[config.mk]
export PLATFORM = sky130hd
export DESIGN_NAME = alu_issue_flat
export DESIGN_NICKNAME = d
export VERILOG_FILES = /design/src/rtl/alu_issue_if.sv /design/src/rtl/alu_issue.sv /design/src/flat_wrapper.sv
export SDC_FILE = /design/constraint.sdc
export NUM_CORES = 1
export LEC_CHECK = 0
export BUFFER_PORTS_ARGS = -buffer_cell sky130_fd_sc_hd__buf_2
export CAP_MARGIN = 30
export CORE_ASPECT_RATIO = 0.75
export CORE_MARGIN = 2
export CORE_UTILIZATION = 25
export DETAILED_ROUTE_END_ITERATION = 6
export GPL_ROUTABILITY_DRIVEN = 0
export PLACE_DENSITY = 0.55
export SLEW_MARGIN = 10
export SYNTH_ARGS = -nofsm -noshare
export SYNTH_HDL_FRONTEND = slang
export SYNTH_SLANG_ARGS = --single-unit
[constraint.sdc]
create_clock -name clk -period 6.5 [get_ports clk]
set_clock_uncertainty 0.2 [all_clocks]
set_input_delay 1.95 -clock clk [delete_from_list [all_inputs] [get_ports clk]]
set_output_delay 1.95 -clock clk [all_outputs]
set_load 0.01 [all_outputs]
[src/rtl/alu_issue_if.sv]
// Handshake bundle between the decode front end and the ALU issue stage.
// The slave modport belongs to alu_issue. The master modport belongs to whatever drives it.
interface alu_issue_if;
   logic        in_valid;
   logic        in_ready;
   logic [31:0] in_instr;
   logic [31:0] in_pc;
   logic [31:0] in_rs1_data;
   logic [31:0] in_rs2_data;
   logic        out_valid;
   logic        out_ready;
   logic [3:0]  out_op;
   logic [31:0] out_operand1;
   logic [31:0] out_operand2;
   logic [4:0]  out_rd;
   logic        out_we;
   logic        out_illegal;

   modport slave (
      input  in_valid, in_instr, in_pc, in_rs1_data, in_rs2_data, out_ready,
      output in_ready, out_valid, out_op, out_operand1, out_operand2, out_rd, out_we, out_illegal
   );

   modport master (
      output in_valid, in_instr, in_pc, in_rs1_data, in_rs2_data, out_ready,
      input  in_ready, out_valid, out_op, out_operand1, out_operand2, out_rd, out_we, out_illegal
   );
endinterface

[src/rtl/alu_issue.sv]
// RV32I integer decode and ALU issue stage. It holds a main/skid buffer pair.
// Entries are decoded on accept. The main entry drives the registered outputs directly.
module alu_issue #(
   parameter logic [3:0] ILLEGAL_OP = 4'b0000
) (
   input  logic       clk,
   input  logic       rst,
   input  logic       flush,
   alu_issue_if.slave bus
);

   typedef enum logic [3:0] {
      OP_ADD  = 4'b0000, OP_SUB = 4'b0001, OP_XOR = 4'b0010, OP_OR  = 4'b0011,
      OP_AND  = 4'b0100, OP_SLT = 4'b0101, OP_SLL = 4'b0110, OP_SRL = 4'b0111,
      OP_SRA  = 4'b1000, OP_SLTU = 4'b1001
   } alu_op_e;

   typedef enum logic [6:0] {
      OPC_OP     = 7'b0110011, OPC_IMM   = 7'b0010011, OPC_LUI    = 7'b0110111,
      OPC_AUIPC  = 7'b0010111, OPC_LOAD  = 7'b0000011, OPC_STORE  = 7'b0100011,
      OPC_BRANCH = 7'b1100011
   } opcode_e;

   typedef struct packed {
      logic [3:0]  op;
      logic [31:0] op1;
      logic [31:0] op2;
      logic [4:0]  rd;
      logic        we;
      logic        illegal;
   } entry_t;

   entry_t main_q, skid_q, dec;
   logic   main_valid, skid_valid;
   logic   accept, issue;

   // The base operation shared by the R-type and I-type encodings when funct7 is zero.
   function automatic logic [3:0] base_op(input logic [2:0] f3);
      case (f3)
         3'd0:    base_op = OP_ADD;
         3'd1:    base_op = OP_SLL;
         3'd2:    base_op = OP_SLT;
         3'd3:    base_op = OP_SLTU;
         3'd4:    base_op = OP_XOR;
         3'd5:    base_op = OP_SRL;
         3'd6:    base_op = OP_OR;
         default: base_op = OP_AND;
      endcase
   endfunction

   logic [6:0]  opcode, f7;
   logic [2:0]  f3;
   logic [31:0] imm_i, imm_s, imm_u;
   logic        dec_we, dec_ill;

   assign opcode = bus.in_instr[6:0];
   assign f3     = bus.in_instr[14:12];
   assign f7     = bus.in_instr[31:25];
   assign imm_i  = {{20{bus.in_instr[31]}}, bus.in_instr[31:20]};
   assign imm_s  = {{20{bus.in_instr[31]}}, bus.in_instr[31:25], bus.in_instr[11:7]};
   assign imm_u  = {bus.in_instr[31:12], 12'b0};

   always_comb begin
      // NOTE: every field gets a default before the case. Without it, synthesis infers latches.
      dec     = '0;
      dec_we  = 1'b0;
      dec_ill = 1'b0;
      case (opcode)
         OPC_OP: begin
            dec.op1 = bus.in_rs1_data;
            dec.op2 = bus.in_rs2_data;
            dec_we  = 1'b1;
            if (f7 == 7'b0000000)
               dec.op = base_op(f3);
            else if (f7 == 7'b0100000 && f3 == 3'd0)
               dec.op = OP_SUB;
            else if (f7 == 7'b0100000 && f3 == 3'd5)
               dec.op = OP_SRA;
            else
               dec_ill = 1'b1;
         end
         OPC_IMM: begin
            dec.op1 = bus.in_rs1_data;
            dec_we  = 1'b1;
            if (f3 == 3'd1 || f3 == 3'd5) begin
               dec.op2 = {27'b0, bus.in_instr[24:20]};
               if (f7 == 7'b0000000)
                  dec.op = base_op(f3);
               else if (f7 == 7'b0100000 && f3 == 3'd5)
                  dec.op = OP_SRA;
               else
                  dec_ill = 1'b1;
            end else begin
               dec.op  = base_op(f3);
               dec.op2 = imm_i;
            end
         end
         OPC_LUI: begin
            dec.op  = OP_ADD;
            dec.op2 = imm_u;
            dec_we  = 1'b1;
         end
         OPC_AUIPC: begin
            dec.op  = OP_ADD;
            dec.op1 = bus.in_pc;
            dec.op2 = imm_u;
            dec_we  = 1'b1;
         end
         OPC_LOAD: begin
            dec.op  = OP_ADD;
            dec.op1 = bus.in_rs1_data;
            dec.op2 = imm_i;
            dec_we  = 1'b1;
            dec_ill = !(f3 inside {3'd0, 3'd1, 3'd2, 3'd4, 3'd5});
         end
         OPC_STORE: begin
            dec.op  = OP_ADD;
            dec.op1 = bus.in_rs1_data;
            dec.op2 = imm_s;
            dec_ill = (f3 > 3'd2);
         end
         OPC_BRANCH: begin
            dec.op1 = bus.in_rs1_data;
            dec.op2 = bus.in_rs2_data;
            case (f3)
               3'd0, 3'd1: dec.op = OP_SUB;
               3'd4, 3'd5: dec.op = OP_SLT;
               3'd6, 3'd7: dec.op = OP_SLTU;
               default:    dec_ill = 1'b1;
            endcase
         end
         default: dec_ill = 1'b1;
      endcase

      // A write to x0 is discarded, so the entry carries no destination at all.
      if (dec_ill) begin
         dec         = '0;
         dec.op      = ILLEGAL_OP;
         dec.illegal = 1'b1;
      end else if (dec_we && bus.in_instr[11:7] != 5'd0) begin
         dec.rd = bus.in_instr[11:7];
         dec.we = 1'b1;
      end
   end

   assign accept = bus.in_valid && bus.in_ready && !flush;
   assign issue  = main_valid && bus.out_ready;

   always_ff @(posedge clk or posedge rst) begin
      // NOTE: the payload registers are reset too, because they drive the outputs directly and must read as zero in reset.
      if (rst) begin
         main_valid <= 1'b0;
         skid_valid <= 1'b0;
         main_q     <= '0;
         skid_q     <= '0;
      end else if (flush) begin
         main_valid <= 1'b0;
         skid_valid <= 1'b0;
      end else if (issue) begin
         // While skid is full, in_ready is low, so an issue cycle never carries an accept as well.
         if (skid_valid) begin
            main_q     <= skid_q;
            skid_valid <= 1'b0;
         end else if (accept) begin
            main_q     <= dec;
         end else begin
            main_valid <= 1'b0;
         end
      end else if (accept) begin
         if (main_valid) begin
            skid_q     <= dec;
            skid_valid <= 1'b1;
         end else begin
            main_q     <= dec;
            main_valid <= 1'b1;
         end
      end
   end

   assign bus.in_ready     = !skid_valid;
   assign bus.out_valid    = main_valid;
   assign bus.out_op       = main_q.op;
   assign bus.out_operand1 = main_q.op1;
   assign bus.out_operand2 = main_q.op2;
   assign bus.out_rd       = main_q.rd;
   assign bus.out_we       = main_q.we;
   assign bus.out_illegal  = main_q.illegal;

endmodule

[src/flat_wrapper.sv]
// flat-port wrapper written by rule: the top's interface ports become plain ports
module alu_issue_flat 
#(
   parameter logic [3:0] ILLEGAL_OP = 4'b0000
)
  (clk, rst, flush, bus_in_valid, bus_in_instr, bus_in_pc, bus_in_rs1_data, bus_in_rs2_data, bus_out_ready, bus_in_ready, bus_out_valid, bus_out_op, bus_out_operand1, bus_out_operand2, bus_out_rd, bus_out_we, bus_out_illegal);
  alu_issue_if bus_i ();
  input  logic clk;
  input  logic rst;
  input  logic flush;
  input wire logic [$bits(bus_i.in_valid)-1:0] bus_in_valid;
  input wire logic [$bits(bus_i.in_instr)-1:0] bus_in_instr;
  input wire logic [$bits(bus_i.in_pc)-1:0] bus_in_pc;
  input wire logic [$bits(bus_i.in_rs1_data)-1:0] bus_in_rs1_data;
  input wire logic [$bits(bus_i.in_rs2_data)-1:0] bus_in_rs2_data;
  input wire logic [$bits(bus_i.out_ready)-1:0] bus_out_ready;
  output wire logic [$bits(bus_i.in_ready)-1:0] bus_in_ready;
  output wire logic [$bits(bus_i.out_valid)-1:0] bus_out_valid;
  output wire logic [$bits(bus_i.out_op)-1:0] bus_out_op;
  output wire logic [$bits(bus_i.out_operand1)-1:0] bus_out_operand1;
  output wire logic [$bits(bus_i.out_operand2)-1:0] bus_out_operand2;
  output wire logic [$bits(bus_i.out_rd)-1:0] bus_out_rd;
  output wire logic [$bits(bus_i.out_we)-1:0] bus_out_we;
  output wire logic [$bits(bus_i.out_illegal)-1:0] bus_out_illegal;
  assign bus_i.in_valid = bus_in_valid;
  assign bus_i.in_instr = bus_in_instr;
  assign bus_i.in_pc = bus_in_pc;
  assign bus_i.in_rs1_data = bus_in_rs1_data;
  assign bus_i.in_rs2_data = bus_in_rs2_data;
  assign bus_i.out_ready = bus_out_ready;
  assign bus_in_ready = bus_i.in_ready;
  assign bus_out_valid = bus_i.out_valid;
  assign bus_out_op = bus_i.out_op;
  assign bus_out_operand1 = bus_i.out_operand1;
  assign bus_out_operand2 = bus_i.out_operand2;
  assign bus_out_rd = bus_i.out_rd;
  assign bus_out_we = bus_i.out_we;
  assign bus_out_illegal = bus_i.out_illegal;
  alu_issue #(.ILLEGAL_OP(ILLEGAL_OP)) u_core (.clk(clk), .rst(rst), .flush(flush), .bus(bus_i));
endmodule
* After elaboration in Yosys (flattened, before gate mapping) *
Index checks and enable logic that the tools add are counted.

word-level totals
  bits of input ports = 133
  output and inout bits = 77
  bits in registers = 152
  word-level logic and storage cells = 102

cells by class
  muxes and demuxes = 37
  bitwise operators = 2
  $lt $le $gt $ge = 1
  reduce and logical (&&, ||, !) cells = 30
  equal/unequal tests = 18

operators by type and width
  kind                                                              number
  75-bit 2-to-1 mux                                                 5
  32-bit one-hot mux with 5 select lines                            1
  68-bit 2-to-1 mux                                                 1
  32-bit one-hot mux with 2 select lines                            1
  32-bit 2-to-1 mux                                                 1
  7-bit by 6-bit == test with 1-bit output (second input constant)  4
  4-bit one-hot mux with 7 select lines                             1
  4-bit one-hot mux with 3 select lines                             2
  4-bit 2-to-1 mux                                                  5
  1-bit 2-to-1 mux                                                  17
  7-bit by 5-bit == test with 1-bit output (second input constant)  2
  3-bit == test (second input constant)                             4
  6-bit 2-to-1 mux                                                  2
  5-bit nonzero test                                                2
  2-bit OR reduction                                                5
  5-bit OR reduction                                                2
  4-bit AND reduction                                               2
  7-bit by 2-bit == test with 1-bit output (second input constant)  1
  7-bit == test (second input constant)                             1
  7-bit zero test                                                   1
  3-bit by 2-bit == test with 1-bit output (second input constant)  2
  1-bit logical AND                                                 6
  3-bit inequality test (second input constant)                     2
  1-bit one-hot mux with 6 select lines                             1
  other kinds (12)                                                  17

* Depth between registers and ports, before layout *
  word-level depth = 10
  mapped depth = 9
  mapped depth without buffers = 6

* Worst setup path before layout *
No wires, ideal clock.

  path kind = input -> register
  start = input port bus_in_instr[5]
  end = register u_core.main_q (netlist bit u_core.bus.out_rd[0])
  buffers on the path = 2
  stages on the path = 8
  data required time = 6.163 ns
  arrival = 3.381 ns
  path slack = 2.782 ns
  library setup time = 0.137 ns
  path through = clkbuf_1 -> o21ai_0 -> a2111oi_2 -> a211oi_2 -> and3_1 -> buf_2 -> a32oi_1 -> a21oi_1

on the way
  word-level cells in the longest chain between the ends = 9
  elaborated cells between the ends (all ways) = 19
  those cells by class = 7 x eq/ne; 9 x mux; 3 x reduce/logical

ends and longest elaborated chain
  what                                                              RTL line                            text
  start: declaration                                                flat_wrapper.sv:12                  input wire logic [$bits(bus_i.in_instr)-1:0] bus_in_instr;
  7-bit by 6-bit == test with 1-bit output (tied with other cells)  alu_issue.sv:68                     case (opcode)
  5-bit OR reduction (no source line)                               n/a
  1-bit 2-to-1 mux                                                  alu_issue.sv:68
  1-bit logical AND                                                 alu_issue.sv:140                    end else if (dec_we && bus.in_instr[11:7] != 5'd0) begin
  6-bit 2-to-1 mux                                                  alu_issue.sv:140
  6-bit 2-to-1 mux (*)                                              alu_issue.sv:136                    if (dec_ill) begin
  75-bit 2-to-1 mux (on tied branches)                              alu_issue.sv:170, alu_issue.sv:164
  75-bit 2-to-1 mux (on tied branches)                              alu_issue.sv:169, alu_issue.sv:161
  75-bit 2-to-1 mux (*)                                             alu_issue.sv:159                    end else if (issue) begin
  end signal: assignment                                            alu_issue.sv:162                    main_q <= skid_q;
  end: declaration                                                  alu_issue.sv:33                     entry_t main_q, skid_q, dec;

Every way passes the cells marked *; elsewhere a longest branch is shown, timed or not. The select of a mux whose other input is x is not followed.
A chain may end at the register's enable or synchronous reset.

* Final worst setup path *
  start = input port bus_in_instr[12]
  end = register u_core.main_q (netlist bit u_core.bus.out_operand2[26])

on the way
  word-level cells in the longest chain between the ends = 10
  elaborated cells between the ends (all ways) = 29
  those cells by class = 1 x order compare; 6 x eq/ne; 15 x mux; 7 x reduce/logical

ends and longest elaborated chain
  what                                   RTL line
  3-bit == test                          n/a
  1-bit logical AND                      alu_issue.sv:77, alu_issue.sv:89
  1-bit 2-to-1 mux                       alu_issue.sv:77, alu_issue.sv:89
  1-bit 2-to-1 mux (on tied branches)    alu_issue.sv:87, alu_issue.sv:75
  1-bit 2-to-1 mux (on tied branches)    alu_issue.sv:85, alu_issue.sv:73
  1-bit one-hot mux with 6 select lines  alu_issue.sv:68
  68-bit 2-to-1 mux (*)                  alu_issue.sv:136
  75-bit 2-to-1 mux (on tied branches)   alu_issue.sv:170, alu_issue.sv:164
  75-bit 2-to-1 mux (on tied branches)   alu_issue.sv:169, alu_issue.sv:161
  75-bit 2-to-1 mux (*)                  alu_issue.sv:159

Marked as above.

==> impl_metrics.yaml <==
setup_path:
  cpPeakStageDelay_ps: 690
  ff2ff_path_depth: 5
  cp.required_ps: 6600
  worstPathArrival_ps: 4150
  cp-start-kind: "input port"
  worst-path-buf-inv: 1
  end_kind: "flop"
  crit_type: "in2reg"
  r2r_slack_ps: 4050
  timing.rr.start: "u_core.bus.out_valid"
  worst_path_max_delay_cell: "a221oi_1"
  critical_path.top_delay_family: "compound AO/OA/AOI/OAI gates"
  cp_max_fo: 20
  r2r-end: "u_core.skid_q[3]"
  crit_chain: "buf_2 > nor2b_1 > o21ai_0 > and3_1 > a221oi_1 > a2bb2oi_1 > a21oi_1"
timing:
  period_needed_ps: 4050
  final-hold-violation-count: 0
  setup_viol_count_final: 0
  setup_ws_ps: 2450
  report.final.slew_viol_count: 0
  tightest_slew_ps: 963
  timing.slew.headroom: 0.358
  fin_setup_tns_ps: 0
  finalCritPeriodShare: 0.622
  fmax_mhz: 247
  grt_setup_unrepaired: "false"
placement:
  io_buffers: 209
  place_worst_setup_slack_ps: 1880
  hpwlAfterDp_um: 16900
cts:
  cts_max_path_buffers: 2
  holdBufCountCts: 0
  cts_buffers: 17
  cts_sinks: 152
  clk_latency_ps: 420
  cts.repair.resized: 0
  cts_max_level: 4
  cts_tree: "yes"
  postCtsSetupBuffers: 0
  clockRootBuffer: "clkbuf_16"
  clk_pin_slew_ps: 60
power:
  power_density_nw_per_um2: 261
  p_sw_uw: 683
  pwr-share-comb: 0.152
  internal_power_uw: 1820
  leakage_uw: 0.00403
  power_frac_seq: 0.431
  ir_worst_vdd_mv: 0.172
  p_sw_frac: 0.273
  pwr-share-clk: 0.417
finish:
  drive_above_1_share: 0.338
  utilization: 0.326
  areaGrowthSynthToFinish_pct: 27.1
  fin_nets: 1058
detailed_routing:
  drc: 0
  first_pass_iters: 5
  ant_nets: 0
  drt-initial-drc-count: 416
  viasPerCell: 4.87
  finalWirelength_um: 24600
  wl_per_cell_um: 18.4
  routed-via-count: 6491
synth:
  synth-async-reset-ratio: 1.00
  synth_edf_count: 0
  synth_common_cells: "dfrtp_1 (152), nor2_1 (81), a21oi_1 (80), nand2_1 (78), a2bb2oi_1 (64)"
  ys_types: 57
  syn_nets: 886
  syn_area_um2: 7520
  ys_top_cells_by_area: "dfrtp_1 (51%), a2bb2oi_1 (7.5%), a21oi_1 (5.3%), o21ai_2 (4.7%), nor2_1 (4.0%)"
  ys.flop_type: "dfrtp_1"
  syn_inst: 753
  ys_seq_area_frac: 0.506
  synth_top_area_frac: 0.506
  avgSynthCellArea_um2: 9.99
  yosysMostFrequentCell: "dfrtp_1"
  ys_seq_elements: 152
  yosysWarningCount: 0
  synth_area_leader_cell: "dfrtp_1"
min_path:
  worstHoldStart: "u_core.skid_q[72]"
  hold_class: "reg2reg"
  holdPathEnd: "u_core.skid_q[72]"
  whs_path_depth: 2
flow_run:
  cap_violations: 0
global_route:
  grt.overflow.total: 0
  grt_pass1_vias: 6203
  grt_start_max_net_pins: 79
  grt_pass1_wl_um: 37700
  grt.total_usage: 0.158
  antenna_found_initial: 4
floorplan:
  die-width_um: 204
  coreArea_um2: 29300
  io_pins: 210
  rows: 54
  dieArea_um2: 31500
  die_h_um: 154
  initial_utilization: 0.257
run_status:
  status: "finished, final reports clean"
-- metal layers --
metal  vias up  track usage  wire length, um
li1       3133            -                -
met1      3166        0.234            12400
met2       176        0.223            10300
met3        14       0.0504             1690
met4         2       0.0307              182
met5         -            0               12
-- worst reg2reg max path, delay by kind of cell, from the launching register on --
kind / cells / cell delay, ps
buffers and inverters: 1 / 440
DFF: 1 / 500
and+or+nand+nor: 3 / 1050
AOI/OAI and AO/OA: 1 / 210
-- area by class of cell --
cell class | instances | area [um^2]
well taps | 392 | 490
clock buffers | 22 | 474
flip-flops and latches | 152 | 3800
fillers | 3043 | 19800
repair buffers | 222 | 1260
diodes | 4 | 10.0
inverters | 9 | 38.8
multi-input cells | 523 | 3360
clock inverters | 8 | 121
-- cell families (layout without fill, tap and decap cells) --
| logic type | count (synthesis) | after routing | share of synthesized area |
|---|---|---|---|
| mux | 5 | 5 | 0.00732 |
| buf+inv | 78 | 261 | 0.0542 |
| simple gates | 198 | 198 | 0.124 |
| other cells | 0 | 4 | 0 |
| xor+xnor | 2 | 2 | 0.00233 |
| compound gates | 318 | 318 | 0.307 |
| flops | 152 | 152 | 0.506 |
-- cell usage in the layout, fill, tap and decap left out, drive strengths merged, types with 3 or more instances in the layout --
cell type / n
and3: 5
a22oi: 39
nor2b: 3
mux2: 4
a221oi: 22
nand3: 7
a211oi: 4
buf: 222
a2bb2oi: 64
clkinv: 4
nor3: 3
dfrtp: 152
a32o: 4
nand2b: 5
nand2: 78
o21ai: 75
diode: 4
inv: 9
bufinv: 3
a22o: 5
clkbuf: 22
nor2: 81
a21oi: 80
o22ai: 5
a32oi: 7
-- metrics by stage --
stage | power (uW) | hold WS [ps] | instances | area (um^2)
finish | 2500 | 278 | 1332 | 9560
global route | 2630 | 295 | 1328 | 9550
CTS | 2550 | 280 | 1326 | 9500
detailed placement | 1480 | 266 | 1296 | 8900
global placement | 1470 | 259 | 1292 | 8820
floorplan | 1280 | 248 | 753 | 7520
-- registers in the layout, summed over array words and instances, names as in the netlist --
register,count
u_core.skid_q,75
u_core.bus.out_operand1,32
u_core.bus.out_op,4
u_core.bus.out_operand2,32
u_core.bus.out_rd,5
u_core.bus.out_illegal,1
u_core.bus.out_valid,1
u_core.bus.out_we,1
u_core.skid_valid,1
-- power groups by stage --
stage	registers (uW)	logic, uW	clock network (uW)
floorplan	1130	151	0
global placement	1090	380	0
detailed placement	1090	386	0
CTS	1080	387	1080
global route	1090	424	1120
finish	1080	379	1040
-- how the worst max path moves through the flow --
stage / startpoint / cells past startpoint / to
after floorplan: rst / 1 / u_core.bus.out_illegal
after global placement: bus_in_instr[6] / 7 / u_core.skid_q[65]
after detailed placement: bus_in_instr[25] / 7 / u_core.bus.out_operand1[0]
after CTS: bus_in_instr[25] / 7 / u_core.bus.out_operand1[0]
after global routing: bus_in_instr[12] / 7 / u_core.bus.out_operand2[26]
final: bus_in_instr[12] / 7 / u_core.bus.out_operand2[26]
Power figures use the tool's default switching activity.
